===== src/rtl/risc_mgmt_arb_pkg.sv =====
// Shared types for the RISC-MGMT memory-port arbiter.
// Pure declarations: no logic, no latency, no flow control.
package risc_mgmt_arb_pkg;

    localparam int WORD_W         = 32;
    localparam int NUM_EXTENSIONS = 4;

    typedef logic [WORD_W-1:0] word_t;

    typedef enum logic [1:0] {
        IDLE,
        ACCESS,
        ABORT
    } arb_state_t;

endpackage


===== src/rtl/risc_mgmt_mem_arbiter_rr_picker.sv =====
// Round-robin pick of the first valid requester after last.
// Combinational, zero latency; no backpressure of its own.
module rr_picker
    import risc_mgmt_arb_pkg::*;
#(
    parameter int NUM_EXT = NUM_EXTENSIONS,
    parameter int IDX_W   = (NUM_EXT > 1) ? $clog2(NUM_EXT) : 1
) (
    input  logic [NUM_EXT-1:0] valid,
    input  logic [IDX_W-1:0]   last,
    output logic [NUM_EXT-1:0] gnt,
    output logic [IDX_W-1:0]   idx,
    output logic               any
);

    always_comb begin
        int               c;
        logic [IDX_W-1:0] ci;
        c   = 0;
        ci  = '0;
        gnt = '0;
        idx = '0;
        any = 1'b0;
        // Search starts one past the previous owner so it gets lowest priority.
        for (int k = 1; k <= NUM_EXT; k++) begin
            c  = (int'(last) + k) % NUM_EXT;
            ci = IDX_W'(c);
            if (!any && valid[ci]) begin
                any     = 1'b1;
                gnt[ci] = 1'b1;
                idx     = ci;
            end
        end
    end

endmodule


===== src/rtl/risc_mgmt_mem_arbiter.sv =====
// Shares the RISC-MGMT memory port among extensions, one access at a time.
// Min latency 2 cycles (grant+strobe, then done); mem_busy stretches the access, stall held meanwhile.
module risc_mgmt_mem_arbiter
    import risc_mgmt_arb_pkg::*;
#(
    parameter int NUM_EXT = NUM_EXTENSIONS,
    parameter int TIMEOUT = 255
) (
    input  logic                      CLK,
    input  logic                      RST,
    input  logic [NUM_EXT-1:0]        ext_req,
    input  logic [NUM_EXT-1:0]        ext_ren,
    input  logic [NUM_EXT-1:0]        ext_wen,
    input  logic [NUM_EXT*WORD_W-1:0] ext_addr,
    input  logic [NUM_EXT*WORD_W-1:0] ext_wdata,
    output logic [NUM_EXT-1:0]        ext_gnt,
    output logic [NUM_EXT-1:0]        ext_done,
    output logic [NUM_EXT-1:0]        ext_fault,
    output word_t                     ext_rdata,
    output logic                      req_mem,
    output word_t                     mem_addr,
    output word_t                     mem_store,
    output logic                      mem_ren,
    output logic                      mem_wen,
    input  word_t                     mem_load,
    input  logic                      mem_busy,
    input  logic                      flush,
    output logic                      memory_stall
);

    localparam int IDX_W = (NUM_EXT > 1) ? $clog2(NUM_EXT) : 1;
    localparam int CNT_W = $clog2(TIMEOUT + 1);

    arb_state_t         state;
    logic [IDX_W-1:0]   last;
    logic [IDX_W-1:0]   owner;
    logic [IDX_W-1:0]   pick_idx;
    logic [NUM_EXT-1:0] pick_gnt;
    logic               pick_any;
    logic [NUM_EXT-1:0] valid_req;
    logic [NUM_EXT-1:0] illegal_req;
    logic [CNT_W-1:0]   busy_cnt;
    logic [CNT_W-1:0]   cnt_nxt;
    logic               timeout_hit;

    // A requester keeps its request up during its done/fault pulse; mask it there.
    assign valid_req   = ext_req & (ext_ren ^ ext_wen) & ~ext_done & ~ext_fault;
    assign illegal_req = ext_req & ~(ext_ren ^ ext_wen) & ~ext_fault;

    assign cnt_nxt     = (busy_cnt == CNT_W'(TIMEOUT)) ? busy_cnt : busy_cnt + CNT_W'(1);
    assign timeout_hit = mem_busy && (cnt_nxt == CNT_W'(TIMEOUT));

    assign req_mem      = (state != IDLE);
    assign memory_stall = ~RST & (req_mem | (|valid_req));

    rr_picker #(
        .NUM_EXT (NUM_EXT),
        .IDX_W   (IDX_W)
    ) u_picker (
        .valid (valid_req),
        .last  (last),
        .gnt   (pick_gnt),
        .idx   (pick_idx),
        .any   (pick_any)
    );

    always_ff @(posedge CLK or posedge RST) begin
        if (RST) begin
            state     <= IDLE;
            last      <= IDX_W'(NUM_EXT - 1);
            owner     <= '0;
            ext_gnt   <= '0;
            ext_done  <= '0;
            ext_fault <= '0;
            ext_rdata <= '0;
            mem_addr  <= '0;
            mem_store <= '0;
            mem_ren   <= 1'b0;
            mem_wen   <= 1'b0;
            busy_cnt  <= '0;
        end else begin
            ext_done  <= '0;
            ext_fault <= '0;
            case (state)
                IDLE: begin
                    ext_fault <= illegal_req;
                    if (!flush && pick_any) begin
                        state     <= ACCESS;
                        owner     <= pick_idx;
                        ext_gnt   <= pick_gnt;
                        mem_addr  <= ext_addr[pick_idx*WORD_W +: WORD_W];
                        mem_store <= ext_wdata[pick_idx*WORD_W +: WORD_W];
                        mem_ren   <= ext_ren[pick_idx];
                        mem_wen   <= ext_wen[pick_idx];
                        busy_cnt  <= '0;
                    end
                end
                ACCESS: begin
                    if (!mem_busy) begin
                        // A flush racing completion lets the access finish but hides the result.
                        if (!flush) begin
                            ext_rdata <= mem_load;
                            ext_done  <= ext_gnt;
                            last      <= owner;
                        end
                        state   <= IDLE;
                        ext_gnt <= '0;
                        mem_ren <= 1'b0;
                        mem_wen <= 1'b0;
                    end else if (timeout_hit) begin
                        ext_fault <= ext_gnt;
                        last      <= owner;
                        state     <= IDLE;
                        ext_gnt   <= '0;
                        mem_ren   <= 1'b0;
                        mem_wen   <= 1'b0;
                    end else begin
                        busy_cnt <= cnt_nxt;
                        if (flush) begin
                            state <= ABORT;
                        end
                    end
                end
                ABORT: begin
                    if (!mem_busy || timeout_hit) begin
                        state   <= IDLE;
                        ext_gnt <= '0;
                        mem_ren <= 1'b0;
                        mem_wen <= 1'b0;
                    end else begin
                        busy_cnt <= cnt_nxt;
                    end
                end
                default: state <= IDLE;
            endcase
        end
    end

endmodule

===== config.mk =====
export PLATFORM = sky130hd
export DESIGN_NAME = risc_mgmt_mem_arbiter
export DESIGN_NICKNAME = d
export VERILOG_FILES = /design/src/rtl/risc_mgmt_arb_pkg.sv /design/src/rtl/risc_mgmt_mem_arbiter_rr_picker.sv /design/src/rtl/risc_mgmt_mem_arbiter.sv
export SDC_FILE = /design/constraint.sdc
export NUM_CORES = 1
export LEC_CHECK = 0
export BUFFER_PORTS_ARGS = -buffer_cell sky130_fd_sc_hd__buf_2
export CORE_AREA = 8 8 157 159
export CTS_CLUSTER_SIZE = 25
export DETAILED_ROUTE_END_ITERATION = 8
export DIE_AREA = 0 0 165 167
export GPL_ROUTABILITY_DRIVEN = 0
export PLACE_DENSITY = 0.72
export RECOVER_POWER = 100
export SYNTH_ARGS = -nofsm -noshare
export SYNTH_HDL_FRONTEND = slang
export SYNTH_SLANG_ARGS = --single-unit

===== constraint.sdc =====
create_clock -name CLK -period 11.1 [get_ports CLK]
set_clock_uncertainty 0.2 [all_clocks]
set_input_delay 2.22 -clock CLK [delete_from_list [all_inputs] [get_ports CLK]]
set_output_delay 2.22 -clock CLK [all_outputs]
set_load 0.02 [all_outputs]

==> flow_metrics.py, run 1 <==
metrics = {
    "outcome": {
        "status": "complete, but fails checks",
        "violations": "capacitance limit, slew limit",
    },
    "cts": {
        "ctsHoldBuffers": 0,
        "clk_latency_ns": 0.42,
        "clockRootBuffer": "clkbuf_16",
        "cts_tree": "yes",
        "clkSinkCount": 124,
        "path_clk_slew_ns": 0.06,
        "cts.htree.levels": 4,
        "cts_buffer_depth": 2,
        "cts_resized": 0,
        "post_cts_buffers": 0,
        "cts_made_buffers": 17,
    },
    "global_routing": {
        "grt_use_total_pct": 24.69,
        "antenna_found_initial": 8,
        "grt_max_degree": 70,
        "grt_pass1_vias": 9067,
        "grt-ovfl-total": 0,
        "grt_first_pass_wirelength_um": 53030,
    },
    "die": {
        "io_pins": 416,
        "die-area_um2": 27560,
        "die_h_um": 167,
        "coreArea_um2": 22230,
        "rows": 55,
        "die_x_um": 165,
        "initial_core_util_pct": 36.72,
    },
    "logic_synthesis": {
        "synth_top_cell_area_share_pct": 37.41,
        "synth-main-ff-cell": "dfrtp_1",
        "synth_area_leader_cell": "dfrtp_1",
        "synth_area_leaders": "dfrtp_1 (37%), mux2i_1 (8.0%), o221ai_1 (7.1%)",
        "synthCells": 852,
        "synthesis.nets": 1169,
        "post_synth_instance_area_um2": 8162,
        "seq_area_frac_synth_pct": 38.05,
        "yosysMostFrequentCell": "dfrtp_1",
        "ys_warn_count": 0,
        "yosys-top-cells-count": "dfrtp_1 (122), nand2_1 (103), o21ai_0 (87)",
        "ys_types": 56,
        "avgSynthCellArea_um2": 9.579,
        "synth_edf_count": 0,
        "postSynth.asyncResetShare_pct": 100.0,
        "synth_seq_cells": 124,
    },
    "power_and_ir_drop": {
        "p_total_mw": 3.514,
        "p_leak_nw": 4.945,
        "ir_drop_mv": 0.1579,
        "powerDensity_nw_per_um2": 324.0,
    },
    "detailed_routing": {
        "drt-initial-drc-count": 987,
        "totalWireLength_um": 35460,
        "firstDrtPassIters": 6,
        "route.detailed.drc": 0,
        "drtAntennaViolNets": 0,
        "vias": 8990,
        "via_per_inst": 5.934,
        "routedWlPerCell_um": 23.41,
    },
    "critical_path": {
        "crit_chain": "clkbuf_1 -> xnor2_1 -> nor2_1 -> mux4_2 -> and3_1 -> nor3_1 -> clkbuf_1 -> buf_4 -> mux2i_1 -> o221ai_1",
        "endpoint_kind": "register",
        "r2r_end": "mem_store[26]",
        "reg2reg_depth": 10,
        "critical-path-top-delay-family": "buffers and inverters",
        "path_common_cell": "clkbuf_1",
        "timing.rr.start": "last[0]",
        "crit_fanout": 35,
        "worstPathRequired_ns": 11.07,
        "r2r_slack_ns": 4.15,
        "crit_type": "primary input to register",
        "cpMaxStageDelayCell": "clkbuf_1",
        "path_buf_inv": 3,
        "slowest_delay_ns": 1.70,
        "cp_data_arrival_time_ns": 7.92,
        "cp-start-kind": "primary input",
    },
    "cells_and_area": {
        "final_nets": 1527,
        "syn_to_final_growth_pct": 32.88,
        "final_cell_area_um2": 10850,
        "drive_gt1_share_pct": 31.64,
    },
    "timing": {
        "fin_tns_setup_ns": 0,
        "relSlewSlack_pct": -136.1,
        "hold_violations": 0,
        "fmax_mhz": 125.7,
        "slew_violations": 404,
        "worst_pin_slew_ns": 3.534,
        "rsz0062_at_grt": "false",
        "min_period_ns": 7.953,
        "post-route-period-util_pct": 71.65,
        "worst_slack_ns": 3.147,
        "setup_viol": 0,
    },
    "hold_path": {
        "min_to": "mem_addr[5]",
        "hold_start": "mem_addr[5]",
        "hp-class": "register to register",
        "hold-path-cell-count": 2,
    },
    "place": {
        "dpl.hpwl_um": 25750,
        "place_ws_ns": 4.750,
        "place_area_um2": 10370,
        "io_buffers": 415,
    },
    "job": {
        "maxCapViolations": 8,
    },
}
## cell families (layout without fill, tap and decap cells)
logic type | Yosys count | in the layout | share of synthesized area, %
flip-flops | 124 | 124 | 38.05
other | 0 | 7 | 0
AND/OR/NAND/NOR | 237 | 237 | 16.70
adder cells (fa/ha/maj) | 13 | 13 | 1.993
buffers and inverters | 99 | 470 | 5.212
multiplexers | 101 | 101 | 13.35
AO/OA/AOI/OAI | 271 | 271 | 23.95
XOR/XNOR | 7 | 7 | 0.7512
## power breakdown
part,internal (mW),switching (mW)
Clock,0.405,0.241
Sequential,0.654,0.135
Combinational,0.764,1.31
## per-layer routing
layer | up-vias | global-route usage (%) | part of all wire (%)
li1 | 4037 | - | -
met1 | 4270 | 31.77 | 40
met2 | 587 | 38.97 | 48
met3 | 94 | 5.375 | 9.0
met4 | 2 | 10.66 | 3.2
met5 | - | 0 | 0.037
## layout make-up
cell class / instances / area (µm²)
Fill cell: 2172 / 11380
Multi-Input combinational cell: 629 / 4654
Sequential cell: 124 / 3105
Timing Repair Buffer: 429 / 2016
Clock buffer: 18 / 429.2
Tap cell: 285 / 356.6
Clock inverter: 14 / 231.5
Inverter: 9 / 35.03
Antenna cell: 7 / 17.52
## stage by stage
stage	util, %	std cells	hold slack, ns
global placement	46.64	1476	0.2605
floorplan	-	852	0.2436
detailed placement	46.64	1476	0.2674
finish	48.79	1515	0.2809
global route	48.79	1515	0.3072
CTS	49.61	1508	0.2825
## worst max path at each step
| stage | from | endpoint | slack (ns) | cells past startpoint |
|---|---|---|---|---|
| 3_5_place_dp | ext_wen[1] | mem_store[26] | 4.75 | 10 |
| 3_3_place_gp | ext_ren[0] | mem_addr[6] | 4.87 | 10 |
| 2_1_floorplan | ext_req[3] | memory_stall | 5.31 | 4 |
| 6_report | ext_ren[2] | mem_store[26] | 3.15 | 10 |
| 5_1_grt | ext_ren[2] | mem_store[16] | 2.83 | 10 |
| 4_1_cts | ext_req[3] | memory_stall | 5.10 | 6 |
## flip-flops by register name, indices dropped and copies added, names as in the netlist
name,flops
ext_gnt,4
mem_wen,1
owner,2
last,2
ext_done,4
ext_fault,4
busy_cnt,8
mem_addr,32
mem_store,32
mem_ren,1
state,2
ext_rdata,32
## worst min-delay path, delay by kind of cell (launching register included)
kind | cells | cell delay [ns]
compound gates | 1 | 0.06
flops | 1 | 0.34
simple gates | 1 | 0.05
## cells in the final DEF (no fill, tap or decap), types with 32 or more instances in the layout
cell type,Yosys,layout
buf_2,10,297
o21ai_0,87,86
and4_1,65,65
clkbuf_1,70,124
nand2_1,103,102
mux2i_1,65,65
mux2_2,33,32
o221ai_1,66,66
dfrtp_1,122,122
o31a_1,65,65
Note: power is estimated with default switching activity, not from simulation.
==> run 2, diff against run 1 <==
==> constraint.sdc (replaced) <==
create_clock -name CLK -period 7.4 [get_ports CLK]
set_clock_uncertainty 0.2 [all_clocks]
set_input_delay 1.48 -clock CLK [delete_from_list [all_inputs] [get_ports CLK]]
set_output_delay 1.48 -clock CLK [all_outputs]
set_load 0.02 [all_outputs]
==> run 2 against run 1 <==
Effect of this change: the run still ends with capacitance limit, slew limit left; cell count is 0.40% lower; non-clock buffer count down 2; via count is 1.7% lower; register-to-register slack worse by 2.5 ns; flip-flop and latch count is the same; sequential power up 50%; wire length fell by 2.0%; sequential share of layout area is 0.23 points higher; global-route usage fell by 0.48 points; die area did not move; clock power is 31% higher; critical path depth shrank 2; critical path type is now register to register.
==> flow_metrics.py, run 2 (synthesis gave the netlist of run 1 again) <==
metrics = {
    "cts": {
        "clk_latency_ns": 0.41,
        "cts_tree": "yes",
        "cts_resized": 0,
        "path_clk_slew_ns": 0.07,
        "cts_buffer_depth": 2,
        "clockRootBuffer": "clkbuf_16",
        "cts.htree.levels": 4,
        "post_cts_buffers": 0,
        "ctsHoldBuffers": 0,
        "cts_made_buffers": 17,
        "clkSinkCount": 124,
    },
    "die": {
        "coreArea_um2": 22230,
        "initial_core_util_pct": 36.72,
        "rows": 55,
        "die-area_um2": 27560,
        "die_x_um": 165,
        "io_pins": 416,
        "die_h_um": 167,
    },
    "global_routing": {
        "grt_use_total_pct": 24.21,
        "grt_pass1_vias": 8975,
        "grt_first_pass_wirelength_um": 52300,
        "grt_max_degree": 95,
        "antenna_found_initial": 4,
        "grt-ovfl-total": 0,
    },
    "timing": {
        "relSlewSlack_pct": -124.2,
        "min_period_ns": 5.755,
        "setup_viol": 0,
        "fmax_mhz": 173.8,
        "rsz0062_at_grt": "false",
        "slew_violations": 326,
        "hold_violations": 0,
        "worst_pin_slew_ns": 3.345,
        "fin_tns_setup_ns": 0,
        "post-route-period-util_pct": 77.77,
    },
    "power_and_ir_drop": {
        "powerDensity_nw_per_um2": 476.1,
        "ir_drop_mv": 0.3312,
        "p_leak_nw": 4.905,
    },
    "place": {
        "numPlacedInstances": 1474,
        "dpl.hpwl_um": 25020,
        "io_buffers": 415,
    },
    "cells_and_area": {
        "multi_input_area_um2": 4672,
        "nFillCells": 2199,
        "layout_common_cells": "buf_2 (300), dfrtp_1 (122), clkbuf_1 (119)",
        "final_common_cell": "buf_2",
        "final_nets": 1525,
        "top_regs": "ext_rdata x32, mem_addr x32, mem_store x32",
        "layoutNonFillerInstCount": 1509,
        "seq_area_um2": 3105,
        "syn_to_final_growth_pct": 31.81,
        "drive_gt1_share_pct": 32.10,
    },
    "detailed_routing": {
        "vias": 8837,
        "routedWlPerCell_um": 23.02,
        "totalWireLength_um": 34740,
        "drtAntennaViolNets": 0,
        "via_per_inst": 5.856,
        "firstDrtPassIters": 8,
        "drt-initial-drc-count": 815,
        "route.detailed.drc": 0,
    },
    "outcome": {
        "status": "complete, but fails checks",
        "violations": "capacitance limit, slew limit",
    },
    "critical_path": {
        "reg2reg_depth": 8,
        "cp_data_arrival_time_ns": 5.86,
        "r2r_slack_ns": 1.65,
        "r2r_end": "mem_ren",
        "cp-start-kind": "register",
        "timing.rr.start": "last[0]",
        "endpoint_kind": "register",
        "crit_fanout": 35,
        "crit_type": "register to register",
        "worstPathRequired_ns": 7.50,
    },
    "hold_path": {
        "hp-class": "register to register",
        "hold_start": "owner[1]",
        "hold-path-cell-count": 2,
        "min_to": "owner[1]",
    },
    "job": {
        "maxCapViolations": 6,
    },
}
[run 2: power by group]
group / internal, mW / total (mW) / switching, mW
Sequential: 0.979 / 1.18 / 0.202
Clock: 0.476 / 0.844 / 0.368
Combinational: 1.14 / 3.10 / 1.95
[run 2: layout make-up]
class / instances / share of cell area [%]
Sequential cell: 124 / 28.87
Timing Repair Buffer: 427 / 18.66
Multi-Input combinational cell: 629 / 43.43
Clock inverter: 14 / 1.349
Antenna cell: 3 / 0.06978
Inverter: 9 / 0.3257
Tap cell: 285 / 3.315
Clock buffer: 18 / 3.989
[run 2: worst max-delay path by stage]
stage,start,to,slack (ns),depth (start not counted)
floorplan,RST,busy_cnt[0],2.42,1
CTS,ext_req[3],memory_stall,2.82,6
detailed placement,ext_ren[0],mem_store[28],2.43,9
global route,last[0],mem_addr[12],1.36,9
finish,last[0],mem_ren,1.65,8
global placement,ext_wen[1],mem_wen,2.54,9
[run 2: metal layers]
metal  global-route usage (%)  part of all wire, %
met1                    30.46                   40
met2                    40.05                   49
met3                    5.079                  7.8
met4                    8.464                  2.5
met5                        0                0.037
[run 2: metrics by stage]
stage | power [mW] | worst slack [ns] | util (%) | hold slack (ns) | cell area, µm²
global placement | 4.261 | 2.539 | 46.57 | 0.2638 | 10350
finish | 5.122 | 1.645 | 48.40 | 0.2799 | 10760
floorplan | 3.399 | 2.424 | - | 0.2436 | 8162
global route | 5.439 | 1.359 | 48.40 | 0.3072 | 10760
CTS | 5.171 | 2.818 | 49.16 | 0.2827 | 10930
detailed placement | 4.311 | 2.427 | 46.57 | 0.2673 | 10350
[run 2: worst max-delay path: stages (launching register included)]
cell and delay, ns:
dfstp_1 0.89, clkinv_1 0.57, ha_1 0.54, o21ai_0 0.42
and3_2 0.75, clkbuf_1 1.47, o31ai_1 0.30, a21o_1 0.24
a32o_1 0.25
==> run 3, diff against run 2 <==
==> constraint.sdc (replaced) <==
create_clock -name CLK -period 5.7 [get_ports CLK]
set_clock_uncertainty 0.2 [all_clocks]
set_input_delay 1.14 -clock CLK [delete_from_list [all_inputs] [get_ports CLK]]
set_output_delay 1.14 -clock CLK [all_outputs]
set_load 0.02 [all_outputs]
==> run 3 against run 2 <==
Effect of this change: final area increased by 0.74%; non-clock buffer count increased by 4; power increased by 31%; count of clock-buffer cells in the layout decreased by 1; the run still ends with capacitance limit, slew limit left; critical path depth unchanged; cell count increased by 0.20%; sequential power increased by 31%.
==> flow_metrics.py, run 3 (synthesis gave the netlist of run 1 again) <==
metrics = {
    "outcome": {
        "status": "complete, but fails checks",
        "violations": "capacitance limit, slew limit",
    },
    "die": {
        "initial_core_util_pct": 36.72,
        "die_x_um": 165,
        "io_pins": 416,
        "coreArea_um2": 22230,
        "rows": 55,
        "die_h_um": 167,
        "die-area_um2": 27560,
    },
    "global_routing": {
        "antenna_found_initial": 2,
        "grt_max_degree": 68,
        "grt_use_total_pct": 24.48,
        "grt_first_pass_wirelength_um": 52800,
        "grt-ovfl-total": 0,
        "grt_pass1_vias": 8984,
    },
    "critical_path": {
        "path_common_cell": "o21ai_0",
        "crit_type": "register to register",
        "worstPathRequired_ns": 5.77,
        "crit_chain": "clkinv_1 -> ha_1 -> o21ai_0 -> nand3_2 -> clkbuf_1 -> and4_1 -> o21ai_0 -> o221ai_1",
        "cp_data_arrival_time_ns": 4.91,
        "crit_fanout": 47,
        "endpoint_kind": "register",
        "cp-start-kind": "register",
        "reg2reg_depth": 8,
        "cpMaxStageDelayCell": "dfstp_1",
        "slowest_delay_ns": 0.87,
    },
    "timing": {
        "relSlewSlack_pct": -118.4,
        "worst_slack_ns": 0.8604,
        "hold_violations": 0,
        "post-route-period-util_pct": 84.91,
        "timing.hold.ws_ns": 0.2845,
        "min_period_ns": 4.840,
        "worst_pin_slew_ns": 3.270,
        "setup_viol": 0,
        "fmax_mhz": 206.6,
        "fin_tns_setup_ns": 0,
        "rsz0062_at_grt": "false",
        "slew_violations": 125,
    },
    "cts": {
        "clockRootBuffer": "clkbuf_16",
        "clk_latency_ns": 0.42,
        "cts_resized": 0,
        "path_clk_slew_ns": 0.06,
        "cts.htree.levels": 4,
        "clkSinkCount": 124,
        "ctsHoldBuffers": 0,
        "cts_buffer_depth": 2,
        "cts_tree": "yes",
        "cts_made_buffers": 17,
        "post_cts_buffers": 0,
    },
    "cells_and_area": {
        "layout_common_cells": "buf_2 (300), dfrtp_1 (122), clkbuf_1 (118)",
        "nFillCells": 2207,
        "final_cell_area_um2": 10840,
        "layoutNonFillerInstCount": 1512,
        "utilization_pct": 48.76,
        "final_nets": 1529,
        "drive_gt1_share_pct": 32.49,
        "syn_to_final_growth_pct": 32.79,
        "final_common_cell": "buf_2",
        "top_regs": "ext_rdata x32, mem_addr x32, mem_store x32",
    },
    "detailed_routing": {
        "totalWireLength_um": 34760,
        "route.detailed.drc": 0,
        "vias": 8760,
        "drtAntennaViolNets": 0,
        "via_per_inst": 5.794,
        "routedWlPerCell_um": 22.99,
        "firstDrtPassIters": 5,
        "drt-initial-drc-count": 718,
    },
    "place": {
        "dpl.hpwl_um": 25480,
        "place_area_um2": 10410,
        "numPlacedInstances": 1478,
        "place_ws_ns": 1.194,
        "io_buffers": 415,
    },
    "power_and_ir_drop": {
        "powerDensity_nw_per_um2": 619.7,
        "ir_drop_mv": 0.3021,
        "p_total_mw": 6.716,
        "p_leak_nw": 4.960,
    },
    "hold_path": {
        "hp-class": "register to register",
        "hold-path-cell-count": 2,
    },
    "job": {
        "maxCapViolations": 3,
    },
}
==> run 3: cell type report <==
type	instances	area (µm²)	area share, %
multi-input cells	629	4668	43.07
flip-flops and latches	124	3105	28.65
repair buffers	431	2067	19.07
clock buffers	17	425.4	3.925
well taps	285	356.6	3.290
clock inverters	15	175.2	1.616
inverters	9	35.03	0.3233
diodes	2	5.005	0.04618
==> run 3: critical path, delay by kind of cell (launching register included) <==
family | cells | cell delay (ns)
AO/OA/AOI/OAI | 3 | 0.68
adder cells (fa/ha/maj) | 1 | 0.53
buffers and inverters | 2 | 1.18
flip-flops | 1 | 0.87
AND/OR/NAND/NOR | 2 | 1.20
==> run 3: worst paths after layout <==
| check | slack [ns] | start | endpoint |
|---|---|---|---|
| max | 0.86 | last[0] | mem_addr[13] |
| min | 0.28 | mem_store[16] | mem_store[16] |
| max reg2reg | 0.86 | last[0] | mem_addr[13] |
| min reg2reg | 0.28 | mem_store[16] | mem_store[16] |
| max in group asynchronous | 1.29 | RST | mem_addr[0] |
| min in group asynchronous | 1.01 | RST | ext_rdata[30] |
==> run 3: metal layers <==
layer | up-vias | part of all wire [%] | GRT usage (%)
li1 | 4021 | - | -
met1 | 4252 | 40 | 30.60
met2 | 434 | 50 | 41.03
met3 | 53 | 7.8 | 5.523
met4 | 0 | 2.5 | 7.288
met5 | - | 0 | 0
==> run 3: report_power, final <==
group | switching [mW] | internal, mW | leakage [nW]
sequential | 0.266 | 1.27 | 1.55
combinational | 2.54 | 1.49 | 3.11
clock | 0.486 | 0.661 | 0.297
total | 3.29 | 3.42 | 4.96
